<file path="src/rtl/fetch_stage.sv">
// fetch_stage: MIPS32 instruction fetch stage and IF/ID pipeline register.
// Owns the PC, fetches from instruction memory over a req/ack handshake and
// presents the fetched instruction (plus PC+4) to decode. Handles stalls,
// flushes and branch/jump redirects, including redirects during a wait.
//
// Memory handshake: imem_req is a registered-state (Moore) request that stays
// high, with imem_addr stable, until the first cycle imem_ack is sampled high;
// the word on imem_data is consumed on that clock edge. Only one request is
// ever outstanding, and the PC never moves while it is outstanding.
module fetch_stage #(
    parameter int                    DATA_WIDTH = 32,
    parameter logic [DATA_WIDTH-1:0] PC_RESET   = '0
) (
    input  logic                  clock,
    input  logic                  reset,
    output logic                  imem_req,
    output logic [DATA_WIDTH-1:0] imem_addr,
    input  logic                  imem_ack,
    input  logic [DATA_WIDTH-1:0] imem_data,
    input  logic                  stall,
    input  logic                  flush,
    input  logic                  redirect,
    input  logic [DATA_WIDTH-1:0] redirect_pc,
    output logic [DATA_WIDTH-1:0] if_id_instr,
    output logic [DATA_WIDTH-1:0] if_id_pc4,
    output logic                  if_id_valid,
    output logic [5:0]            opcode,
    output logic [5:0]            funct,
    output logic                  fetch_busy,
    output logic [1:0]            fsm_state
);

    typedef enum logic [1:0] {
        S_IDLE  = 2'd0,
        S_FETCH = 2'd1,
        S_HOLD  = 2'd2
    } state_t;

    typedef enum logic [1:0] {
        IFID_HOLD   = 2'd0,
        IFID_LOAD   = 2'd1,
        IFID_BUBBLE = 2'd2
    } ifid_op_t;

    state_t                state_q, state_d;
    logic [DATA_WIDTH-1:0] pc_q, pc_d;
    logic                  redir_pend_q, redir_pend_d;
    logic [DATA_WIDTH-1:0] redir_pc_q, redir_pc_d;
    logic [DATA_WIDTH-1:0] pend_q, pend_d;
    ifid_op_t              ifid_op;
    logic [DATA_WIDTH-1:0] load_instr;
    logic [DATA_WIDTH-1:0] pc_plus4;

    // PC+4 wraps naturally at the 32-bit boundary
    assign pc_plus4 = pc_q + DATA_WIDTH'(4);

    // Moore-style memory interface and decode taps
    assign imem_req   = (state_q == S_FETCH);
    assign imem_addr  = pc_q;
    assign fetch_busy = (state_q == S_FETCH) && !imem_ack;
    assign opcode     = if_id_instr[31:26];
    assign funct      = if_id_instr[5:0];
    assign fsm_state  = state_q;

    // Next-state, PC and IF/ID action selection
    always_comb begin
        state_d      = state_q;
        pc_d         = pc_q;
        redir_pend_d = redir_pend_q;
        redir_pc_d   = redir_pc_q;
        pend_d       = pend_q;
        load_instr   = imem_data;
        // Stalled decode holds its instruction; otherwise it sees a bubble
        // unless a real instruction is delivered below.
        ifid_op      = stall ? IFID_HOLD : IFID_BUBBLE;

        unique case (state_q)
            S_IDLE: begin
                state_d = S_FETCH;
            end
            S_FETCH: begin
                if (imem_ack) begin
                    if (redirect || redir_pend_q) begin
                        // Wrong-path word: drop it, live redirect beats stored one
                        pc_d         = redirect ? redirect_pc : redir_pc_q;
                        redir_pend_d = 1'b0;
                    end else if (stall) begin
                        // Park the word until decode can take it
                        pend_d  = imem_data;
                        state_d = S_HOLD;
                    end else begin
                        ifid_op = IFID_LOAD;
                        pc_d    = pc_plus4;
                    end
                end else if (redirect) begin
                    // Address must stay put until ack; remember where to go
                    redir_pend_d = 1'b1;
                    redir_pc_d   = redirect_pc;
                end
            end
            S_HOLD: begin
                if (redirect) begin
                    pend_d  = '0;
                    pc_d    = redirect_pc;
                    state_d = S_FETCH;
                end else if (!stall) begin
                    load_instr = pend_q;
                    ifid_op    = IFID_LOAD;
                    pc_d       = pc_plus4;
                    state_d    = S_FETCH;
                end
            end
            default: begin
                state_d = S_IDLE;
            end
        endcase

        // Flush always wins over hold and new data
        if (flush) begin
            ifid_op = IFID_BUBBLE;
        end
    end

    // Fetch-side state: FSM, PC, stored redirect and parked word
    always_ff @(posedge clock or negedge reset) begin
        if (!reset) begin
            state_q      <= S_IDLE;
            pc_q         <= PC_RESET;
            redir_pend_q <= 1'b0;
            redir_pc_q   <= '0;
            pend_q       <= '0;
        end else begin
            state_q      <= state_d;
            pc_q         <= pc_d;
            redir_pend_q <= redir_pend_d;
            redir_pc_q   <= redir_pc_d;
            pend_q       <= pend_d;
        end
    end

    // IF/ID pipeline register
    always_ff @(posedge clock or negedge reset) begin
        if (!reset) begin
            if_id_instr <= '0;
            if_id_pc4   <= '0;
            if_id_valid <= 1'b0;
        end else begin
            unique case (ifid_op)
                IFID_LOAD: begin
                    if_id_instr <= load_instr;
                    if_id_pc4   <= pc_plus4;
                    if_id_valid <= 1'b1;
                end
                IFID_BUBBLE: begin
                    if_id_instr <= '0;
                    if_id_pc4   <= '0;
                    if_id_valid <= 1'b0;
                end
                default: begin
                end
            endcase
        end
    end

endmodule

</file>
<file path="config.mk">
export PLATFORM = sky130hd
export DESIGN_NAME = fetch_stage
export DESIGN_NICKNAME = d
export VERILOG_FILES = /design/src/rtl/fetch_stage.sv
export SDC_FILE = /design/constraint.sdc
export NUM_CORES = 1
export LEC_CHECK = 0
export ABC_AREA = 1
export CORE_MARGIN = 2
export CORE_UTILIZATION = 47
export CTS_CLUSTER_SIZE = 20
export DETAILED_ROUTE_END_ITERATION = 8
export PLACE_DENSITY_LB_ADDON = 0.25
export SETUP_SLACK_MARGIN = 0.1
export SLEW_MARGIN = 20
export SYNTH_ARGS = -nofsm -noshare
export SYNTH_HDL_FRONTEND = slang
export SYNTH_SLANG_ARGS = --single-unit
</file>
<file path="constraint.sdc">
create_clock -name clock -period 2.3 [get_ports clock]
set_input_delay 0.345 -clock clock [delete_from_list [all_inputs] [get_ports clock]]
set_output_delay 0.345 -clock clock [all_outputs]
set_load 0.02 [all_outputs]
</file>
==> results.json <==
{
  "status": "completed",
  "cts-root-buf": "clkbuf_16",
  "async_reset_ff_share_pct": 100,
  "pwr_density_cell_nw_per_um2": 1410,
  "worstPathMaxFanout": 9,
  "diodes": 0,
  "cts_sinks": 164,
  "num_io_pins": 183,
  "grt_start_max_net_pins": 66,
  "cts_buffers": 17,
  "avgSynthCellArea_sq_um": 7.41,
  "synth_compound_area_share_pct": 18.8,
  "synth_nets": 1256,
  "drt_iter0_markers": 706,
  "synth_top_family_by_area": "simple AND/OR/NAND/NOR gates",
  "cp-end-kind": "flop",
  "synthToLayoutAreaGrowth_pct": 33.5,
  "synth_cell_types": 35,
  "worstMarginPinSlew_ns": 0.657,
  "nets": 1428,
  "hold_path_class": "flop to flop",
  "grt_pass1_wl_microns": 39800,
  "fp.dieH_microns": 140,
  "antenna_found_initial": 1,
  "finalSetupViolations": 0,
  "synthMuxAreaShare_pct": 0,
  "crit_slowest_cell": "dfrtp_2",
  "core-area_sq_um": 18100,
  "worstSetupPathType": "flop to flop",
  "track_usage_pct": 25.2,
  "clk_latency_ns": 0.43,
  "dr.pass1.iters": 5,
  "crit_start": "fsm_state[0]$_DFFE_PN0P_",
  "r2r_start": "fsm_state[0]$_DFFE_PN0P_",
  "ys_ff_latch": 164,
  "fin_worst_skew_ns": 0.00756,
  "drc": 0,
  "syn_inst": 1180,
  "synth-simple-area-share_pct": 24.1,
  "hold_ws_ns": 0.478,
  "r2r_cells": 9,
  "power.leakage_nw": 5.19,
  "drive_above_1_share_pct": 7.77,
  "portBuffers": 182,
  "synth_edf_count": 0,
  "cpPeakStageDelay_ns": 0.46,
  "final_cells": 1594,
  "critPathLaunchType": "flop",
  "layout_setup_ws_ns": 0.0858,
  "synth_top_area_share_pct": 46.9,
  "ys.flop_type": "dfrtp_1",
  "clk_pin_slew_ns": 0.07,
  "synth_warnings": 0,
  "seq_area_frac_synth_pct": 46.9,
  "dpl.hpwl_microns": 17300,
  "yosysTopAreaCell": "dfrtp_1",
  "drv_cap": 0,
  "synth_fa_ha_area_share_pct": 0.858,
  "initial_core_util_pct": 48.4,
  "die_area_sq_um": 19700,
  "preCtsSetupSlack_ns": -0.00778,
  "regToRegEndpoint": "if_id_instr[6]$_DFFE_PN0P_",
  "timing.critical_path.mode_cell": "ha_4",
  "synth_area_leaders": "dfrtp_1 47%, nand2_1 14%, o21ai_0 11%, nor2_1 6.0%, inv_1 3.5%",
  "crit_path_end": "if_id_instr[6]$_DFFE_PN0P_",
  "path_cells": "inv_4 -> ha_4 -> a311o_1 -> ha_4 -> nor2_4 -> buf_12 -> clkbuf_16 -> o21ai_0 -> o21ai_1",
  "clock.fmax_ghz": 0.452,
  "fp.dieW_microns": 140,
  "row_count": 49,
  "hold_violations": 0,
  "slew_violations": 0,
  "period_share_pct": 96.3,
  "slew_headroom_pct": 56.2,
  "placed_cells": 1550,
  "overflow": 0,
  "cts_tree": "done",
  "h-tree-depth": 4,
  "power_mw": 16.4,
  "postRouteAntennaNets": 0,
  "worstPathRequired_ns": 2.65,
  "clk_path_buf_depth": 2,
  "ir_drop_mv": 0.823,
  "via_per_inst": 5.37,
  "via_count": 8566,
  "place.gp.congestion": 0.882,
  "min_period_ns": 2.21,
  "r2r_slack_ns": 0.09,
  "critPathArrivalTime_ns": 2.56,
  "grt_pass1_vias": 7975,
  "routed_wl_microns": 25300,
  "grt_setup_unrepaired": "true",
  "synth_xor_area_share_pct": 1.30,
  "synth_area_sq_um": 8750,
  "wl_per_cell_microns": 15.8
}
## cell usage in the layout, fill, tap and decap left out, types with 3 or more instances in the layout
cell type,instances
a22oi_1,4
bufinv_16,3
clkinvlp_4,7
a21boi_0,19
clkdlybuf4s50_1,177
nand3b_1,6
o21ai_0,157
xor2_1,10
nor2_2,4
buf_4,32
inv_1,78
a22o_1,4
a21oi_1,49
inv_4,3
clkinv_2,4
nor2_1,138
buf_12,7
xnor2_1,3
buf_6,3
nand2_1,323
dfrtp_1,162
o21ai_1,65
clkbuf_16,20
ha_4,4
nand3_1,49
## layer usage
metal,part of all wire (%),GRT usage [%],up-vias
li1,-,-,4183
met1,44,33.7,4083
met2,48,41.7,262
met3,6.0,5.06,36
met4,1.7,7.97,2
met5,0.051,0,-
## worst min-delay path by stage
stage                                           from                    endpoint  slack [ns]  cells past startpoint
after floorplan                                reset    fsm_state[0]$_DFFE_PN0P_        0.05                      0
after global placement                         reset   redir_pc_q[7]$_DFFE_PN0P_        0.40                      1
after detailed placement                       reset   redir_pc_q[7]$_DFFE_PN0P_        0.39                      1
after CTS                                   redirect    redir_pend_q$_DFFE_PN0P_        0.45                      4
after global routing      redir_pc_q[14]$_DFFE_PN0P_  redir_pc_q[14]$_DFFE_PN0P_        0.51                      2
final                      if_id_pc4[27]$_DFFE_PN0P_   if_id_pc4[27]$_DFFE_PN0P_        0.48                      2
## synth_stat cells (7+ instances only)
| cell | number |
|---|---|
| a21boi_0 | 19 |
| a21oi_1 | 50 |
| buf_2 | 7 |
| buf_4 | 17 |
| clkbuf_1 | 48 |
| dfrtp_1 | 164 |
| inv_1 | 82 |
| nand2_1 | 324 |
| nand3_1 | 49 |
| nor2_1 | 140 |
| o21ai_0 | 194 |
| o21ai_1 | 29 |
| xor2_1 | 10 |
## critical path: cells and delay by family (launching register included)
family / cells / cell delay, ns
buffers and inverters: 3 / 0.44
AO/OA/AOI/OAI: 3 / 0.64
adder cells (fa/ha/maj): 2 / 0.46
AND/OR/NAND/NOR: 1 / 0.13
flip-flops: 1 / 0.46
## sequential cells by signal, indices dropped and copies added (netlist names)
name	count
redir_pc_q	32
imem_addr	32
redir_pend_q	1
pend_q	32
fsm_state	2
if_id_valid	1
if_id_instr	32
if_id_pc4	32
## stage by stage
step | util, % | cell area (sq um) | setup TNS [ns]
after floorplan | - | 8830 | 0
after global placement | 59.9 | 10800 | 0
after detailed placement | 59.9 | 10800 | -0.00778
after CTS | 63.4 | 11500 | 0
after global routing | 64.6 | 11700 | 0
final | 64.6 | 11700 | 0
## cell type report
type                       instances  area, sq um
sequential                       164         4110
inverter                          85          338
fill                            1533         6410
timing repair inverter             1         7.51
timing repair buffer             228         2310
clock buffer                      19          453
clock inverter                    13          156
multi-input combinational        855         4020
tap                              229          287
## kinds of logic (layout without fill, tap and decap cells)
| logic type | Yosys count | count (layout) |
|---|---|---|
| AOI/OAI and AO/OA | 308 | 308 |
| xor gates and xnor gates | 13 | 13 |
| adders and majority gates | 6 | 6 |
| buffers and inverters | 161 | 346 |
| DFF | 164 | 164 |
| and+or+nand+nor | 528 | 528 |
## where the power goes
group / internal (mW) / switching [mW]
sequential: 4.19 / 1.06
clock: 1.76 / 1.18
combinational: 3.45 / 4.81
total: 9.40 / 7.04
## repair_timing
action	CTS	global route
hold buffers	1	0
endpoints found under the hold margin	59	0
setup endpoints to repair	65	67
setup buffers	0	6
pin swaps	1	13
gates resized for setup	4	25
cloned	0	5
(Power assumes the default switching activity.)
